--- config.mk ---
export PLATFORM = sky130hd
export DESIGN_NAME = sdram_phase_cal
export DESIGN_NICKNAME = d
export VERILOG_FILES = /design/src/rtl/sdram_phase_cal.sv
export SDC_FILE = /design/constraint.sdc
export NUM_CORES = 1
export LEC_CHECK = 0
export CAP_MARGIN = 20
export CORE_MARGIN = 2
export CORE_UTILIZATION = 40
export CTS_CLUSTER_SIZE = 24
export DETAILED_ROUTE_END_ITERATION = 10
export PLACE_DENSITY_LB_ADDON = 0.25
export SYNTH_ARGS = -nofsm -noshare
export SYNTH_HDL_FRONTEND = slang
export SYNTH_SLANG_ARGS = --single-unit
--- constraint.sdc ---
create_clock -name sclk0 -period 2.16 [get_ports sclk0]
set_input_delay 0.432 -clock sclk0 [delete_from_list [all_inputs] [get_ports sclk0]]
set_output_delay 0.432 -clock sclk0 [all_outputs]
set_load 0.02 [all_outputs]
--- src/rtl/sdram_phase_cal.sv ---
`default_nettype none
// +----------------------------------------------------------------------------+
// | sdram_phase_cal: searches DCM fine phase and phase90 quadrant for the read |
// | DQS transition, driving the phase detector command port.                   |
// | Revision: 1.0                                                              |
// +----------------------------------------------------------------------------+
module sdram_phase_cal #(
  parameter int MAX_STEPS   = 255,
  parameter int SETTLE_CYC  = 16,
  parameter int MEAS_CYC    = 64,
  parameter int TIMEOUT_CYC = 4096
) (
  input  logic       sclk0,
  input  logic       rst,
  input  logic       start,
  input  logic [1:0] ph_err,
  output logic       pre_wcmd,
  output logic [3:0] wd,
  output logic       busy,
  output logic       done,
  output logic       fail,
  output logic [1:0] fail_code,
  output logic [8:0] dcm_ofs,
  output logic [1:0] quad
);

  localparam int CW = $clog2(TIMEOUT_CYC + 1);
  localparam logic [CW-1:0] c_SETTLE_LAST  = CW'(SETTLE_CYC);
  localparam logic [CW-1:0] c_MEAS_FIRST   = CW'(MEAS_CYC);
  localparam logic [CW-1:0] c_TIMEOUT_LAST = CW'(TIMEOUT_CYC - 1);
  localparam logic [7:0]    c_MAX_STEPS    = 8'(MAX_STEPS);

  localparam logic [3:0] c_CMD_RESET = 4'hF;
  localparam logic [3:0] c_CMD_NEXTQ = 4'h7;
  localparam logic [3:0] c_CMD_INC   = 4'h1;
  localparam logic [3:0] c_CMD_DEC   = 4'h2;
  localparam logic [3:0] c_CMD_CLEAR = 4'h0;

  typedef enum logic [3:0] {
    S_IDLE    = 4'd0,
    S_INIT    = 4'd1,
    S_SETTLE  = 4'd2,
    S_CLEAR   = 4'd3,
    S_MEASURE = 4'd4,
    S_DECIDE  = 4'd5,
    S_STEP    = 4'd6,
    S_NEXTQ   = 4'd7,
    S_DONE    = 4'd8,
    S_FAIL    = 4'd9
  } state_t;

  state_t        r_state;
  logic [CW-1:0] r_cnt;
  logic [7:0]    r_steps;
  logic          r_dir_set;
  logic [1:0]    r_dir_src;
  logic [1:0]    r_meas;
  logic          r_pre_wcmd;
  logic [3:0]    r_wd;
  logic          r_busy;
  logic          r_done;
  logic          r_fail;
  logic [1:0]    r_fail_code;
  logic [8:0]    r_dcm_ofs;
  logic [1:0]    r_quad;

  // Late (1) pulls the DCM back, early (2) pushes it forward.
  logic w_step_dec;
  assign w_step_dec = r_dir_set ? (r_dir_src == 2'd1) : (r_meas == 2'd1);

  assign pre_wcmd  = r_pre_wcmd;
  assign wd        = r_wd;
  assign busy      = r_busy;
  assign done      = r_done;
  assign fail      = r_fail;
  assign fail_code = r_fail_code;
  assign dcm_ofs   = r_dcm_ofs;
  assign quad      = r_quad;

  always_ff @(posedge sclk0) begin
    if (rst) begin
      r_state     <= S_IDLE;
      r_cnt       <= '0;
      r_steps     <= 8'd0;
      r_dir_set   <= 1'b0;
      r_dir_src   <= 2'd0;
      r_meas      <= 2'd0;
      r_pre_wcmd  <= 1'b0;
      r_wd        <= c_CMD_CLEAR;
      r_busy      <= 1'b0;
      r_done      <= 1'b0;
      r_fail      <= 1'b0;
      r_fail_code <= 2'd0;
      r_dcm_ofs   <= 9'd0;
      r_quad      <= 2'd0;
    end else begin
      r_pre_wcmd <= 1'b0;
      r_wd       <= c_CMD_CLEAR;
      case (r_state)
        S_IDLE, S_DONE, S_FAIL: begin
          if (start) begin
            r_state     <= S_INIT;
            r_pre_wcmd  <= 1'b1;
            r_wd        <= c_CMD_RESET;
            r_dcm_ofs   <= 9'd0;
            r_quad      <= 2'd0;
            r_steps     <= 8'd0;
            r_dir_set   <= 1'b0;
            r_done      <= 1'b0;
            r_fail      <= 1'b0;
            r_fail_code <= 2'd0;
            r_busy      <= 1'b1;
          end
        end
        S_INIT, S_STEP: begin
          r_state <= S_SETTLE;
          r_cnt   <= CW'(1);
        end
        S_SETTLE: begin
          if (r_cnt == c_SETTLE_LAST) begin
            r_state    <= S_CLEAR;
            r_pre_wcmd <= 1'b1;
            r_wd       <= c_CMD_CLEAR;
          end else begin
            r_cnt <= r_cnt + CW'(1);
          end
        end
        S_CLEAR: begin
          r_state <= S_MEASURE;
          r_cnt   <= CW'(1);
        end
        S_MEASURE: begin
          // r_cnt equals the number of cycles elapsed since the clear strobe.
          if ((r_cnt >= c_MEAS_FIRST) && (ph_err != 2'd0)) begin
            r_meas  <= ph_err;
            r_state <= S_DECIDE;
          end else if (r_cnt == c_TIMEOUT_LAST) begin
            r_state     <= S_FAIL;
            r_fail      <= 1'b1;
            r_fail_code <= 2'd1;
            r_busy      <= 1'b0;
          end else begin
            r_cnt <= r_cnt + CW'(1);
          end
        end
        S_DECIDE: begin
          if ((r_meas == 2'd3) || (r_dir_set && (r_meas != r_dir_src))) begin
            r_state <= S_DONE;
            r_done  <= 1'b1;
            r_busy  <= 1'b0;
          end else if (r_dir_set && (r_steps == c_MAX_STEPS)) begin
            r_state <= S_NEXTQ;
            if (r_quad != 2'd3) begin
              r_pre_wcmd <= 1'b1;
              r_wd       <= c_CMD_NEXTQ;
              r_quad     <= r_quad + 2'd1;
              r_dcm_ofs  <= 9'd0;
              r_steps    <= 8'd0;
              r_dir_set  <= 1'b0;
            end
          end else begin
            if (!r_dir_set) begin
              r_dir_set <= 1'b1;
              r_dir_src <= r_meas;
            end
            r_state    <= S_STEP;
            r_pre_wcmd <= 1'b1;
            r_wd       <= w_step_dec ? c_CMD_DEC : c_CMD_INC;
            r_dcm_ofs  <= w_step_dec ? (r_dcm_ofs - 9'd1) : (r_dcm_ofs + 9'd1);
            r_steps    <= r_steps + 8'd1;
          end
        end
        S_NEXTQ: begin
          // No strobe was issued on entry only when the last quadrant was exhausted.
          if (r_pre_wcmd) begin
            r_state <= S_SETTLE;
            r_cnt   <= CW'(1);
          end else begin
            r_state     <= S_FAIL;
            r_fail      <= 1'b1;
            r_fail_code <= 2'd2;
            r_busy      <= 1'b0;
          end
        end
        default: begin
          r_state <= S_IDLE;
          r_busy  <= 1'b0;
        end
      endcase
    end
  end

endmodule
`default_nettype wire

# Yosys cells after proc, flatten, opt, wreduce, memory -nomap -nowiden
# Cells that the tools add are included.
[classes]
n_lt_le_gt_ge = 1
n_reduce_logical = 22
n_eq_ne = 31
bitwise_logic = 4
muxes = 63
n_addsub = 5
[ops]
columns = ["operator", "count"]
rows = [
  ["two-way mux 13 bit", 4],
  ["one-hot mux 13 bit (4 select lines)", 1],
  ["two-way mux 9 bit", 5],
  ["two-way mux 4 bit", 9],
  ["two-way mux 8 bit", 4],
  ["one-hot mux 4 bit (7 select lines)", 1],
  ["inequality test 2 bit, second input constant", 13],
  ["two-way mux 1 bit", 20],
  ["one-hot mux 9 bit (2 select lines)", 1],
  ["== test 4 x 3 -> 1 bit, second input constant", 4],
  ["two-way mux 2 bit", 8],
  ["one-hot mux 8 bit (2 select lines)", 1],
  ["AND reduction 5 bit", 3],
  ["adder 13 x 1 -> 13 bit, second input constant", 1],
  ["== test 13 x 12 -> 1 bit, second input constant", 1],
  ["== test 13 x 5 -> 1 bit, second input constant", 1],
  [">= comparator 13 x 7 -> 1 bit, second input constant", 1],
  ["adder 9 x 1 -> 9 bit, second input constant", 1],
  ["subtractor 9 x 1 -> 9 bit, second input constant", 1],
  ["adder 8 x 1 -> 8 bit, second input constant", 1],
  ["== test 4 x 2 -> 1 bit, second input constant", 2],
  ["== test 4 bit, second input constant", 2],
  ["== test 8 bit, second input constant", 1],
  ["one-hot mux 4 bit (2 select lines)", 1],
  ["other kinds (26)", 39],
]
[word_totals]
wordCells = 140
in_bits = 5
ff_bits = 51
output_inout_bits = 21

# Longest topological paths before layout
[logic_depth]
depth_word = 6
depth_mapped = 9
mapped_depth_nobuf = 9

# Least setup slack after synthesis
# No wires, ideal clock.
[synth_timing]
kind = "register to register"
from = "register r_dir_set"
to = "register r_dcm_ofs[8] (netlist: dcm_ofs[8])"
t_required_ns = 2.028
slack_ns = -0.228
stages_incl_launch_ff = 10
arrival_time_ns = 2.256
synth_period_minus_slack_ns = 2.388
n_path_buf = 0
setup_time_ns = 0.132
cell_sequence = "dfxtp_1 nor2b_1 a22o_1 ha_1 a21oi_1 o211ai_1 o41ai_1 xnor2_1 mux2i_1 a21oi_1"
[synth_between]
elab_chain_len = 5
word_cells_on_any_way = 11
classes_between = "2 x eq/ne; 5 x mux; 4 x reduce/logical"
[synth_rtl]
columns = ["element", "line_no", "text"]
rows = [
  ["from (decl)", "55", "logic r_dir_set;"],
  ["from (signal assigned)", "85", "r_dir_set <= 1'b0;"],
  ["from (signal assigned)", "108", "r_dir_set <= 1'b0;"],
  ["from (signal assigned)", "159", "r_dir_set <= 1'b0;"],
  ["two-way mux 1 bit", "69", "assign w_step_dec = r_dir_set ? (r_dir_src == 2'd1) : (r_meas == 2'd1);"],
  ["two-way mux 9 bit", "169", "r_dcm_ofs <= w_step_dec ? (r_dcm_ofs - 9'd1) : (r_dcm_ofs + 9'd1);"],
  ["two-way mux 9 bit", "151", "end else if (r_dir_set && (r_steps == c_MAX_STEPS)) begin"],
  ["two-way mux 9 bit", "147", "if ((r_meas == 2'd3) || (r_dir_set && (r_meas != r_dir_src))) begin"],
  ["one-hot mux 9 bit (2 select lines)", "99", "case (r_state)"],
  ["to (signal assigned)", "169", ""],
  ["to (decl)", "64", "logic [8:0] r_dcm_ofs;"],
]
# Several ways; a longest one is shown, not always the timed one. The select of a mux whose other input is x is not followed.
# A chain may end at the register's enable or synchronous reset.

# Final worst setup path
# Same ends and word-level chain as after synthesis.

==> impl_metrics.env <==
export IMPL_fin_skew_ps=4.07
export IMPL_grt_pass1_vias=2612
export IMPL_fin_nets=435
export IMPL_hold_viol_final=0
export IMPL_required_ps=2350
export IMPL_rsz0062_at_grt="true"
export IMPL_cts_buffer_depth=2
export IMPL_drv_cap=0
export IMPL_synth_top_family_by_area="simple AND/OR/NAND/NOR gates"
export IMPL_grtUsageMet1_pct=26.1
export IMPL_cts_sinks=51
export IMPL_grt_max_degree=23
export IMPL_whs_path_depth=2
export IMPL_port_buffer_count=25
export IMPL_avgSynthCellArea_um2=8.28
export IMPL_core_region_area_mm2=0.00679
export IMPL_crit_slowest_cell="dfxtp_2"
export IMPL_max_stage_delay_ps=340
export IMPL_cts_tree="yes"
export IMPL_ys_types=61
export IMPL_power_total_mw=3.03
export IMPL_ant_nets=0
export IMPL_leakage_nw=1.50
export IMPL_max_slew_margin_pct=73.1
export IMPL_synthFlopType="dfxtp_1"
export IMPL_tightest_slew_ps=401
export IMPL_reg2regPathDepth=10
export IMPL_min_period_ps=2290
export IMPL_fin_area_mm2=0.00373
export IMPL_met2_usage_pct=30.5
export IMPL_drt_pre_antenna_iters=4
export IMPL_path_clk_slew_ps=90
export IMPL_synth_adder_area_share_pct=5.60
export IMPL_post_drt_via_cell_ratio=5.46
export IMPL_yosysSeqAreaShare_pct=36.3
export IMPL_row_count=30
export IMPL_finalWirelength_um=7200
export IMPL_grt_usage_pct=18.9
export IMPL_vias=2813
export IMPL_drt_iter0_drc=175
export IMPL_io_pin_count=26
export IMPL_fill_cells=674
export IMPL_dieArea_mm2=0.00773
export IMPL_synth_simple_area_share_pct=27.1
export IMPL_dieHeight_um=87.9
export IMPL_multi_input_area_mm2=0.00179
export IMPL_final_period_utilization_pct=106
export IMPL_start_kind="register"
export IMPL_die_w_um=87.9
export IMPL_holdCritPathClass="reg -> reg"
export IMPL_end_kind="register"
export IMPL_cp_arrival_ps=2480
export IMPL_fin_ws_ps=-133
export IMPL_ys_ff_latch=51
export IMPL_timing_fmax_mhz=436
export IMPL_synth_fp_nets=357
export IMPL_synth_xor_area_share_pct=2.49
export IMPL_numCtsBuffers=5
export IMPL_start_util_pct=41.5
export IMPL_area_growth_pct=32.6
export IMPL_status="complete, but fails checks"
export IMPL_hpwl_um=5180
export IMPL_ir_drop_uv=308
export IMPL_async_reset_ff_share_pct=0
export IMPL_grt_busiest_layer="met2"
export IMPL_holdBufCountCts=0
export IMPL_gp_congestion=0.902
export IMPL_setup_violations=2
export IMPL_synth_edf_count=0
export IMPL_synth_cells=340
export IMPL_finalMaxSlewViolations=0
export IMPL_layout_drive_gt1_share_pct=21.7
export IMPL_worst_hold_slack_ps=457
export IMPL_path_cells="nor2b_4 > a22o_4 > buf_4 > ha_1 > or2_2 > a21o_1 > o41ai_2 > xnor2_1 > mux2i_1 > a21oi_1"
export IMPL_gr_total_overflow=0
export IMPL_h_tree_depth=2
export IMPL_worstPathMaxFanout=5
export IMPL_seq_area_mm2=0.00102
export IMPL_power_density_mw_per_mm2=811
export IMPL_synthMuxAreaShare_pct=2.49
export IMPL_worstSetupPathType="reg -> reg"
export IMPL_grt_pass1_wl_um=11900
export IMPL_synth_compound_area_share_pct=22.8
export IMPL_n_antenna_cell=0
export IMPL_clockRootBuffer="clkbuf_8"
export IMPL_drc=0
export IMPL_post_drt_wl_per_cell_um=14.0
export IMPL_antenna_found_initial=0
export IMPL_dp_worst_setup_slack_ps=-272
export IMPL_placed_cell_area_mm2=0.00357
export IMPL_clock_latency_ps=300
export IMPL_yosysWarnings=0
export IMPL_violations="setup timing"
export IMPL_grt_use_met3_pct=3.96
export IMPL_syn_cell_area_mm2=0.00282
## kinds of logic after synthesis
kind of cell	count (synthesis)
buffers and inverters	21
AO/OA/AOI/OAI	99
flip-flops	51
adder cells (fa/ha/maj)	12
AND/OR/NAND/NOR	142
multiplexers	7
XOR/XNOR	8
## state kept, by name (all words and copies together), names as in the netlist, 2 cells and up
name,flops
r_dir_src,2
fail_code,2
dcm_ofs,9
wd,4
quad,2
r_steps,8
r_cnt,13
r_meas,2
r_state,4
## path summary, 6_finish.rpt
| check | endpoint | slack [ps] | start |
|---|---|---|---|
| min | fail$_SDFFE_PP0P_ | 460 | fail$_SDFFE_PP0P_ |
| max reg2reg | dcm_ofs[8]$_SDFFE_PP0P_ | -130 | r_dir_set$_SDFFE_PP0P_ |
| min reg2reg | fail$_SDFFE_PP0P_ | 460 | fail$_SDFFE_PP0P_ |
| max | dcm_ofs[8]$_SDFFE_PP0P_ | -130 | r_dir_set$_SDFFE_PP0P_ |
## per-stage QoR
stage / TNS [ps] / utilization, % / cells
floorplan: -20.1 / - / 340
global placement: -3190 / 52.6 / 503
detailed placement: -3280 / 52.6 / 503
CTS: -219 / 53.8 / 511
global route: -485 / 55.0 / 515
finish: -176 / 55.0 / 515
## cells in the final DEF, fill, tap and decap left out, types with 7 or more instances in the layout
cell type and count:
buf_4 57, dfxtp_1 48, nor2_1 42, a21oi_1 31, clkdlybuf4s50_1 25, nand2_1 21, o21ai_0 15, nand3_1 14
ha_1 10, inv_1 8, and2_1 8, or3_1 8, a22oi_1 8, nor3_1 7, mux2i_1 7
## critical path: cells and delay by family (launching register included)
| family | cells | cell delay, ps |
|---|---|---|
| multiplexers | 1 | 200 |
| AND/OR/NAND/NOR | 2 | 450 |
| XOR/XNOR | 1 | 180 |
| buffers and inverters | 1 | 140 |
| flip-flops | 1 | 340 |
| AO/OA/AOI/OAI | 4 | 600 |
| adder cells (fa/ha/maj) | 1 | 270 |
## cell usage after synthesis, types with 3 or more instances
cell type,instances,area (um2)
inv_1,8,30.0
nand4_1,4,25.0
o21ai_1,3,15.0
ha_1,11,138
nand4b_1,4,35.0
a311oi_1,4,35.0
nor2_1,42,158
xnor2_1,5,43.8
xor2_1,3,26.3
a21o_1,3,22.5
a31oi_1,4,25.0
nand3_1,14,70.1
or3_1,8,50.1
and2_1,8,50.1
o21ai_0,15,75.1
or4_1,3,22.5
and3_1,6,37.5
a21oi_1,34,170
dfxtp_1,51,1020
mux2i_1,7,70.1
or2_2,3,18.8
buf_2,6,30.0
nand2_1,21,78.8
a211oi_1,5,37.5
nor2b_1,6,37.5
clkbuf_1,6,22.5
a22oi_1,8,60.1
nor3_1,7,35.0
## routing by layer
layer | up-vias | share of wire (%)
met5 | - | 0
met4 | 0 | 1.1
met3 | 6 | 4.3
met2 | 58 | 46
met1 | 1328 | 48
li1 | 1421 | -
## area by class of cell
type,instances,area share (%)
flip-flops and latches,51,27.4
clock buffers,6,1.94
well taps,96,3.22
clock inverters,2,0.335
inverters,8,0.804
repair buffers,83,18.5
multi-input cells,269,47.8
## where the power goes
part	internal [mW]	leakage, nW	switching [mW]
registers	1.03	0.414	0.0813
clock network	0.227	0.0412	0.310
logic	0.651	1.05	0.725
total	1.91	1.50	1.12
## repair_timing
item                       4_1_cts  5_1_grt
hold endpoints to repair         0        0
gates cloned                     0        1
buffers inserted                 0        3
gates resized for setup          0       12
pin swaps                        0        6
setup endpoints to repair        2       15
(Power assumes the default switching activity.)
